## config.mk

```make
export PLATFORM = sky130hd
export DESIGN_NAME = deinterleaver_flat
export DESIGN_NICKNAME = d
export VERILOG_FILES = /design/src/rtl/deinterleaver_if.sv /design/src/rtl/deinterleaver.sv /design/src/flat_wrapper.sv
export SDC_FILE = /design/constraint.sdc
export NUM_CORES = 1
export LEC_CHECK = 0
export CORE_UTILIZATION = 45
export DETAILED_ROUTE_END_ITERATION = 8
export HOLD_SLACK_MARGIN = 0.1
export PLACE_DENSITY = 0.7
export SLEW_MARGIN = 10
export SYNTH_ARGS = -nofsm -noshare
export SYNTH_HDL_FRONTEND = slang
export SYNTH_SLANG_ARGS = --single-unit
```

## constraint.sdc

```tcl
create_clock -name clk -period 7 [get_ports clk]
set_input_delay 1.4 -clock clk [delete_from_list [all_inputs] [get_ports clk]]
set_output_delay 1.4 -clock clk [all_outputs]
set_load 0.005 [all_outputs]
```

## src/rtl/deinterleaver_if.sv

```systemverilog
// deinterleaver_if: bit-serial handshake bundle between demapper, deinterleaver and decoder.
// slave = deinterleaver side, master = the surrounding demapper/decoder side.
// Macro DEINTERLEAVER_LAST_EN adds the last_deinterleaver / block_count signals.
interface deinterleaver_if #(
    parameter int NCBPS = 192
);
    localparam int IDX_W = $clog2(NCBPS);

    logic             valid_demapper;
    logic             data_in;
    logic             ready_deinterleaver;
    logic             ready_decoder;
    logic             data_out;
    logic [IDX_W-1:0] data_out_index;
    logic             valid_deinterleaver;
`ifdef DEINTERLEAVER_LAST_EN
    logic             last_deinterleaver;
    logic [15:0]      block_count;
`endif

    modport slave (
        input  valid_demapper, data_in, ready_decoder,
        output ready_deinterleaver, data_out, data_out_index, valid_deinterleaver
`ifdef DEINTERLEAVER_LAST_EN
        , output last_deinterleaver, block_count
`endif
    );

    modport master (
        output valid_demapper, data_in, ready_decoder,
        input  ready_deinterleaver, data_out, data_out_index, valid_deinterleaver
`ifdef DEINTERLEAVER_LAST_EN
        , input last_deinterleaver, block_count
`endif
    );
endinterface

```

## src/rtl/deinterleaver.sv

```systemverilog
// deinterleaver: WiMAX QPSK block de-interleaver, ping-pong banks, 1 bit/cycle in and out.
// Latency: first output bit of a block is valid the cycle after its last input bit is accepted.
// Backpressure: ready_deinterleaver drops while the write bank is still full; outputs hold while ready_decoder=0.
// Optional macro DEINTERLEAVER_LAST_EN adds last_deinterleaver and a 16-bit block_count.
module deinterleaver #(
    parameter int NCBPS = 192,
    parameter int NCPC  = 2,
    parameter int D     = 16
) (
    input  logic           clk,
    input  logic           resetN,
    deinterleaver_if.slave bus
);
    localparam int R      = NCBPS / D;
    localparam int ADDR_W = $clog2(NCBPS);
    localparam int COL_W  = (R > 1) ? $clog2(R) : 1;
    localparam int ROW_W  = (D > 1) ? $clog2(D) : 1;

    generate
        if (NCPC != 2) begin : g_bad_ncpc
            $error("deinterleaver: only NCPC=2 (QPSK) is supported");
        end
        if ((NCBPS % D) != 0) begin : g_bad_d
            $error("deinterleaver: NCBPS must be divisible by D");
        end
    endgenerate

    // Two block buffers; contents are deliberately not reset.
    logic [NCBPS-1:0]  r_bank [2];
    logic              r_wr_bank;
    logic              r_rd_bank;
    logic [1:0]        r_full;
    logic [1:0]        w_full_nxt;
    logic [ROW_W-1:0]  r_row;
    logic [COL_W-1:0]  r_col;
    logic [ADDR_W-1:0] r_rd_cnt;

    logic              w_ready;
    logic              w_valid;
    logic              w_wr_fire;
    logic              w_rd_fire;
    logic              w_col_last;
    logic              w_wr_last;
    logic              w_rd_last;
    logic [ADDR_W-1:0] w_wr_addr;

    assign w_ready    = ~r_full[r_wr_bank];
    assign w_valid    = r_full[r_rd_bank];
    assign w_wr_fire  = bus.valid_demapper & w_ready;
    assign w_rd_fire  = w_valid & bus.ready_decoder;
    assign w_col_last = (r_col == COL_W'(R - 1));
    assign w_wr_last  = w_wr_fire & w_col_last & (r_row == ROW_W'(D - 1));
    assign w_rd_last  = w_rd_fire & (r_rd_cnt == ADDR_W'(NCBPS - 1));

    // k = row + D*col; D is a constant so this reduces to shift/add.
    assign w_wr_addr  = ADDR_W'(r_row) + ADDR_W'(r_col) * ADDR_W'(D);

    assign bus.ready_deinterleaver = w_ready;
    assign bus.valid_deinterleaver = w_valid;
    assign bus.data_out            = w_valid ? r_bank[r_rd_bank][r_rd_cnt] : 1'b0;
    assign bus.data_out_index      = r_rd_cnt;

    // Full flags: a fill and a drain of opposite banks may land in the same cycle.
    always_comb begin
        w_full_nxt = r_full;
        if (w_wr_last) begin
            w_full_nxt[r_wr_bank] = 1'b1;
        end
        if (w_rd_last) begin
            w_full_nxt[r_rd_bank] = 1'b0;
        end
    end

    // Store accepted bits at their de-interleaved position in the write bank.
    always_ff @(posedge clk) begin
        if (w_wr_fire && !resetN) begin
            r_bank[r_wr_bank][w_wr_addr] <= bus.data_in;
        end
    end

    // Write-side counters: col runs fastest, row advances on col wrap, bank flips at block end.
    always_ff @(posedge clk or posedge resetN) begin
        if (resetN) begin
            r_col     <= '0;
            r_row     <= '0;
            r_wr_bank <= 1'b0;
        end else if (w_wr_fire) begin
            if (w_wr_last) begin
                r_col     <= '0;
                r_row     <= '0;
                r_wr_bank <= ~r_wr_bank;
            end else if (w_col_last) begin
                r_col <= '0;
                r_row <= r_row + ROW_W'(1);
            end else begin
                r_col <= r_col + COL_W'(1);
            end
        end
    end

    // Read-side counter and bank select; full flags updated together.
    always_ff @(posedge clk or posedge resetN) begin
        if (resetN) begin
            r_rd_cnt  <= '0;
            r_rd_bank <= 1'b0;
            r_full    <= 2'b00;
        end else begin
            r_full <= w_full_nxt;
            if (w_rd_last) begin
                r_rd_cnt  <= '0;
                r_rd_bank <= ~r_rd_bank;
            end else if (w_rd_fire) begin
                r_rd_cnt <= r_rd_cnt + ADDR_W'(1);
            end
        end
    end

`ifdef DEINTERLEAVER_LAST_EN
    logic [15:0] r_blk_cnt;

    // Count blocks fully delivered downstream (wraps at 16 bits).
    always_ff @(posedge clk or posedge resetN) begin
        if (resetN) begin
            r_blk_cnt <= '0;
        end else if (w_rd_last) begin
            r_blk_cnt <= r_blk_cnt + 16'd1;
        end
    end

    assign bus.last_deinterleaver = w_valid & (r_rd_cnt == ADDR_W'(NCBPS - 1));
    assign bus.block_count        = r_blk_cnt;
`endif
endmodule

```

## src/flat_wrapper.sv

```systemverilog
// flat-port wrapper written by rule: the top's interface ports become plain ports
module deinterleaver_flat 
#(
    parameter int NCBPS = 192,
    parameter int NCPC  = 2,
    parameter int D     = 16
)
  (clk, resetN, bus_valid_demapper, bus_data_in, bus_ready_decoder, bus_ready_deinterleaver, bus_data_out, bus_data_out_index, bus_valid_deinterleaver);
  deinterleaver_if #(.NCBPS(NCBPS)) bus_i ();
  input  logic clk;
  input  logic resetN;
  input wire logic [$bits(bus_i.valid_demapper)-1:0] bus_valid_demapper;
  input wire logic [$bits(bus_i.data_in)-1:0] bus_data_in;
  input wire logic [$bits(bus_i.ready_decoder)-1:0] bus_ready_decoder;
  output wire logic [$bits(bus_i.ready_deinterleaver)-1:0] bus_ready_deinterleaver;
  output wire logic [$bits(bus_i.data_out)-1:0] bus_data_out;
  output wire logic [$bits(bus_i.data_out_index)-1:0] bus_data_out_index;
  output wire logic [$bits(bus_i.valid_deinterleaver)-1:0] bus_valid_deinterleaver;
  assign bus_i.valid_demapper = bus_valid_demapper;
  assign bus_i.data_in = bus_data_in;
  assign bus_i.ready_decoder = bus_ready_decoder;
  assign bus_ready_deinterleaver = bus_i.ready_deinterleaver;
  assign bus_data_out = bus_i.data_out;
  assign bus_data_out_index = bus_i.data_out_index;
  assign bus_valid_deinterleaver = bus_i.valid_deinterleaver;
  deinterleaver #(.NCBPS(NCBPS), .NCPC(NCPC), .D(D)) u_core (.clk(clk), .resetN(resetN), .bus(bus_i));
endmodule
```

==> out/metrics.cfg, run 1 <==
[logic_synthesis]
yosys_warnings = 0
async_flop_share_pct = 4.95
seq_area_frac_synth_pct = 67.3
synth_edf_count = 384
ys_ff_latch = 404
syn_avg_cell_area_um2 = 14.0
synthCells = 1279
synth_area_mm2 = 0.0179
ys.flop_type = edfxtp_1
synth.distinct_cells = 56
syn_nets = 1293

[die]
die_area_mm2 = 0.0405
die_w_um = 201
core-area_mm2 = 0.0389
num_rows = 72
io-pin-count = 16
dieHeight_um = 201
start_util_pct = 45.9

[sta]
hold_slack_ns = 0.601
max_slew_margin_pct = 20.8
period_needed_ns = 5.89
tightest_slew_ns = 1.18
tns_ns = 0
setup_slack_ns = 1.11
rsz0062_at_grt = false
hold_viol_final = 0
fmax_mhz = 170
setup_viol = 0
fin_skew_ns = 0.0151
slew_viol_final = 0
fin_crit_sh_pct = 84.2

[cts]
clk_pin_slew_ns = 0.06
cts_tree = yes
numCtsBuffers = 42
cts-root-buf = clkbuf_16
post_cts_buffers = 0
htree_levels = 2
post_cts_resized = 0
cts_sinks = 404
cts_hold_buf = 0
clk_path_buf_depth = 3
worstSkewPairLatency_ns = 0.53

[hold_path]
hp-class = flip-flop to flip-flop

[placement]
gp_congestion = 0.837
post-place-ws_ns = 1.67
hpwl_um = 24000
port_buffers = 15
place_area_mm2 = 0.0184
dp.cells = 1731

[worst_setup_path]
cp-end-kind = output pin
slowest_delay_ns = 0.95
crit_path_top_delay_cell = dfrtp_4
path_cells = buf_4 -> mux4_1 -> mux2_2 -> nand2_1 -> o211ai_1 -> nor4_1 -> or4_1 -> o311ai_1 -> clkdlybuf4s50_1
worst_ep_arrival_time_ns = 4.49
critPathRequiredTime_ns = 5.60
critical_path_class = flip-flop to output pin
cp_max_fo = 43
cp-start-kind = flip-flop

[global_route]
antenna_found_initial = 0
grt_util_all_layers_pct = 21.2
grt_pass1_vias = 10400
grt_overflow = 0
grt_pass1_wl_um = 64100
grt_start_max_net_pins = 157

[power_and_ir_drop]
p_leak_uw = 0.00611
max-vdd-ir-drop_v = 0.000177
powerDensity_mw_per_mm2 = 267

[routing]
drtAntennaViolNets = 0
route.detailed.drc = 0
vias = 10600
wl_per_cell_um = 23.6
via_per_inst = 5.89
initialDrtViolationCount = 1266
drt_wl_total_um = 42500
firstDrtPassIters = 5

[cells_and_area]
layout_common_cells = 401 x nor2_1, 384 x edfxtp_1, 69 x mux4_2, 57 x nand2_1, 43 x clkbuf_16
antennaDiodeCount = 0
syn_to_final_growth_pct = 9.93
fin_nets = 1271
mostFrequentLayoutCell = nor2_1
fin_cells = 1805
finalInstanceArea_mm2 = 0.0196
layout-drive-gt1-share_pct = 12.9

[run_status]
status = complete, no violations

[flow_run]
max-cap-violations = 0

==> cells in the mapped netlist, drive strengths merged (2+ instances only) <==
master / number / area [µm²]
mux2: 2 / 22.5
nor2b: 12 / 75.1
and2b: 2 / 15.0
xnor2: 5 / 43.8
a21oi: 13 / 65.1
buf: 29 / 249
o221ai: 5 / 43.8
and2: 4 / 25.0
and3: 3 / 18.8
mux2i: 39 / 390
a311oi: 2 / 17.5
o21ai: 20 / 100
a221oi: 3 / 26.3
xor2: 2 / 17.5
a21o: 2 / 15.0
clkbuf: 73 / 289
o22ai: 5 / 31.3
dfrtp: 20 / 500
nand4: 7 / 43.8
mux4: 83 / 1920
a22oi: 6 / 55.1
ha: 9 / 113
inv: 10 / 37.5
nand2: 57 / 214
a22o: 6 / 52.6
o211ai: 3 / 22.5
edfxtp: 384 / 11500
nand3: 35 / 175
nor3: 13 / 65.1
a211oi: 8 / 60.1
nor2: 402 / 1510
==> cell families (layout without fill, tap and decap cells) <==
kind of cell	after synthesis	count (layout)	share of synthesized area [%]
adders and majority gates	9	9	0.630
xor gates and xnor gates	7	7	0.343
and+or+nand+nor	543	543	12.3
AOI/OAI and AO/OA	80	80	3.09
buffers and inverters	112	120	3.22
DFF	404	404	67.3
muxes	124	124	13.1
==> path summary, 6_finish.rpt <==
path                                               from                                       end  slack (ns)  depth (start not counted)
max reg2reg                u_core.r_wr_bank$_DFFE_PP0P_            u_core.r_bank[1][10]$_DFFE_PP_        2.81                          6
min                          u_core.r_full[1]$_DFF_PP0_                u_core.r_full[1]$_DFF_PP0_        0.60                          2
min in group asynchronous                        resetN              u_core.r_rd_bank$_DFFE_PP0P_        1.48                          2
max in group asynchronous                        resetN  u_core.bus.data_out_index[0]$_DFFE_PP0P_        4.83                          2
min reg2reg                  u_core.r_full[1]$_DFF_PP0_                u_core.r_full[1]$_DFF_PP0_        0.60                          2
max                        u_core.r_rd_bank$_DFFE_PP0P_                              bus_data_out        1.11                          9
==> through the flow <==
stage	utilization, %	total power [µW]
CTS	50.5	5270
global route	50.5	5400
detailed placement	47.2	3180
finish	50.5	5250
floorplan	-	3010
global placement	47.2	3170
==> worst max-delay path, delay by kind of cell, from the launching register on <==
kind | cells | cell delay [ns]
AO/OA/AOI/OAI | 2 | 0.24
buffers and inverters | 2 | 0.87
flip-flops | 1 | 0.95
multiplexers | 2 | 0.89
AND/OR/NAND/NOR | 3 | 0.99
==> routing by layer <==
metal	track usage, %	routed length, µm	vias up
li1	-	-	4641
met1	29.0	16900	5486
met2	34.8	20900	432
met3	3.77	3800	65
met4	5.87	1010	0
met5	0	0	-
==> final cells by class <==
type / instances / area, µm²
multi-input combinational: 763 / 5300
clock inverter: 14 / 118
sequential: 404 / 12000
clock buffer: 60 / 1180
inverter: 10 / 37.5
tap: 518 / 648
fill: 3269 / 19300
timing repair buffer: 36 / 324
==> sequential cells by signal (all words and copies together) (netlist names) <==
register                   cells
u_core.r_rd_bank               1
u_core.r_row                   4
u_core.r_bank                384
u_core.r_wr_bank               1
u_core.r_col                   4
u_core.r_full                  2
u_core.bus.data_out_index      8
==> report_power, final <==
part / leakage (µW) / total (µW) / switching, µW / internal, µW
clock network: 0.000638 / 2110 / 871 / 1240
logic: 0.00176 / 410 / 331 / 79.5
registers: 0.00371 / 2720 / 49.7 / 2680
total: 0.00611 / 5250 / 1250 / 4000
Power figures use the tool's default switching activity.
==> run 2, diff against run 1 <==
==> constraint.sdc (replaced) <==
create_clock -name clk -period 5.6 [get_ports clk]
set_input_delay 1.12 -clock clk [delete_from_list [all_inputs] [get_ports clk]]
set_output_delay 1.12 -clock clk [all_outputs]
set_load 0.005 [all_outputs]
==> out/metrics.cfg, run 2 (synthesized netlist as in run 1, its figures left out) <==
[run_status]
status = complete, no violations

[routing]
drt_wl_total_um = 41700  ; -1.9%
vias = 10700  ; +0.54%
via_per_inst = 5.87  ; -0.29%
firstDrtPassIters = 5  ; unchanged
wl_per_cell_um = 22.9  ; -2.7%
route.detailed.drc = 0  ; unchanged
initialDrtViolationCount = 1274  ; +0.63%
drtAntennaViolNets = 0  ; unchanged

[cts]
clk_pin_slew_ns = 0.06  ; about the same
worstSkewPairLatency_ns = 0.54  ; about the same
post_cts_buffers = 0  ; unchanged
cts_tree = yes
htree_levels = 2  ; unchanged
numCtsBuffers = 43  ; +2.4%
clk_path_buf_depth = 3  ; unchanged
cts_hold_buf = 0  ; unchanged
cts-root-buf = clkbuf_16
post_cts_resized = 0  ; unchanged
cts_sinks = 404  ; unchanged

[sta]
setup_viol = 0  ; unchanged
hold_viol_final = 0  ; unchanged
max_slew_margin_pct = 25.9  ; +5.1 points
fin_crit_sh_pct = 97.0
fmax_mhz = 184
rsz0062_at_grt = false
hold_slack_ns = 0.575  ; -0.0261 ns
tns_ns = 0  ; unchanged
period_needed_ns = 5.43
tightest_slew_ns = 1.11  ; -0.0723 ns
fin_skew_ns = 0.0209  ; +0.00581 ns
slew_viol_final = 0  ; unchanged

[global_route]
antenna_found_initial = 0  ; unchanged
grt_pass1_wl_um = 63800  ; -0.44%
grt_pass1_vias = 10600  ; +2.0%
grt_overflow = 0  ; unchanged
grt_util_all_layers_pct = 20.8  ; -0.33 points
grt_start_max_net_pins = 202  ; +29%

[power_and_ir_drop]
p_leak_uw = 0.00620  ; +1.5%
power_uw = 6630  ; +26%
powerDensity_mw_per_mm2 = 335  ; +25%
max-vdd-ir-drop_v = 0.000221  ; +25%

[cells_and_area]
mostFrequentLayoutCell = nor2_1
syn_to_final_growth_pct = 10.7
fin_cells = 1820  ; +0.83%
top_register = u_core.r_bank
fill_cells = 3275  ; +0.18%
layout-drive-gt1-share_pct = 13.4  ; +0.47 points
layout_common_cells = 401 x nor2_1, 384 x edfxtp_1, 69 x mux4_2, 57 x nand2_1, 43 x clkbuf_16
antennaDiodeCount = 0  ; unchanged
fin_nets = 1286  ; +1.2%
largest_register_ffs = 384  ; unchanged

[die]
num_rows = 72  ; unchanged
start_util_pct = 45.9  ; unchanged
io-pin-count = 16  ; unchanged
die_w_um = 201  ; unchanged
die_area_mm2 = 0.0405  ; unchanged
dieHeight_um = 201  ; unchanged
core-area_mm2 = 0.0389  ; unchanged

[worst_setup_path]
critical_path_class = flip-flop to output pin
crit_path_top_delay_cell = dfrtp_4
slowest_delay_ns = 1.00  ; +0.05 ns
critPathRequiredTime_ns = 4.48  ; -1.12 ns
cp_max_fo = 40  ; -7.0%
crit_family = multiplexers
cp-start-kind = flip-flop
crit_buf_inv = 1  ; -1
worst_ep_arrival_time_ns = 4.31  ; -0.18 ns
path_cells = mux4_1 -> mux4_2 -> and3b_1 -> nor4_1 -> or4_1 -> o311ai_1 -> clkdlybuf4s50_1
cp-end-kind = output pin

[placement]
gp_congestion = 0.847  ; +1.2%
dp.cells = 1745  ; +0.81%
port_buffers = 15  ; unchanged
hpwl_um = 24100  ; +0.40%

[flow_run]
max-cap-violations = 0  ; unchanged

[hold_path]
hp-class = flip-flop to flip-flop

[run 2: path summary, 6_finish.rpt]
check | slack [ns] | endpoint | startpoint | cells after the start
min in group asynchronous | 1.04 | u_core.r_row[0]$_DFFE_PP0P_ | resetN | 3
worst min register to register | 0.57 | u_core.r_full[1]$_DFF_PP0_ | u_core.r_full[1]$_DFF_PP0_ | 2
max in group asynchronous | 4.28 | u_core.bus.data_out_index[0]$_DFFE_PP0P_ | resetN | 3
worst min-delay path | 0.57 | u_core.r_full[1]$_DFF_PP0_ | u_core.r_full[1]$_DFF_PP0_ | 2
worst max register to register | 1.87 | u_core.r_bank[1][83]$_DFFE_PP_ | u_core.r_wr_bank$_DFFE_PP0P_ | 7
worst max-delay path | 0.17 | bus_data_out | u_core.r_rd_bank$_DFFE_PP0P_ | 7
[run 2: layout make-up]
class	instances	area, µm²	area share, %
flip-flops and latches	404	12000	60.8
multi-input cells	763	5270	26.6
clock buffers	54	1130	5.70
well taps	518	648	3.28
repair buffers	50	467	2.36
clock inverters	21	201	1.02
inverters	10	37.5	0.190
[run 2: stage by stage]
| stage | worst slack [ns] | utilization (%) | cell area (µm²) |
|---|---|---|---|
| 4_1_cts | 0.136 | 50.8 | 19800 |
| 3_5_place_dp | 0.723 | 47.4 | 18500 |
| 5_1_grt | 0.0462 | 50.8 | 19800 |
| 3_3_place_gp | 0.807 | 47.4 | 18500 |
| 6_report | 0.166 | 50.8 | 19800 |
| 2_1_floorplan | 2.28 | - | 17900 |
[run 2: layer usage]
| metal | global-route usage [%] | vias up | share of wire (%) |
|---|---|---|---|
| li1 | - | 4671 | - |
| met1 | 28.1 | 5475 | 40 |
| met2 | 34.7 | 445 | 49 |
| met3 | 2.95 | 90 | 7.1 |
| met4 | 7.52 | 0 | 3.4 |
| met5 | 0 | - | 0 |
[run 2: tightest hold or removal path: cells and delay by family (launching register included)]
family | cells | cell delay, ns
flip-flops | 1 | 0.37
AO/OA/AOI/OAI | 2 | 0.16
[run 2: power by group]
group | switching, µW | leakage (µW) | internal [µW]
sequential | 60.0 | 0.00371 | 3340
combinational | 400 | 0.00184 | 106
clock | 1120 | 0.000650 | 1600
==> run 3, diff against run 2 <==
--- a/config.mk
+++ b/config.mk
@@ -9,6 +9,7 @@
 export DETAILED_ROUTE_END_ITERATION = 8
 export HOLD_SLACK_MARGIN = 0.1
 export PLACE_DENSITY = 0.7
+export SETUP_SLACK_MARGIN = 0.02
 export SLEW_MARGIN = 10
 export SYNTH_ARGS = -nofsm -noshare
 export SYNTH_HDL_FRONTEND = slang
==> results of run 3 <==
Final layout, timing and power as in run 2 (identical DEF).
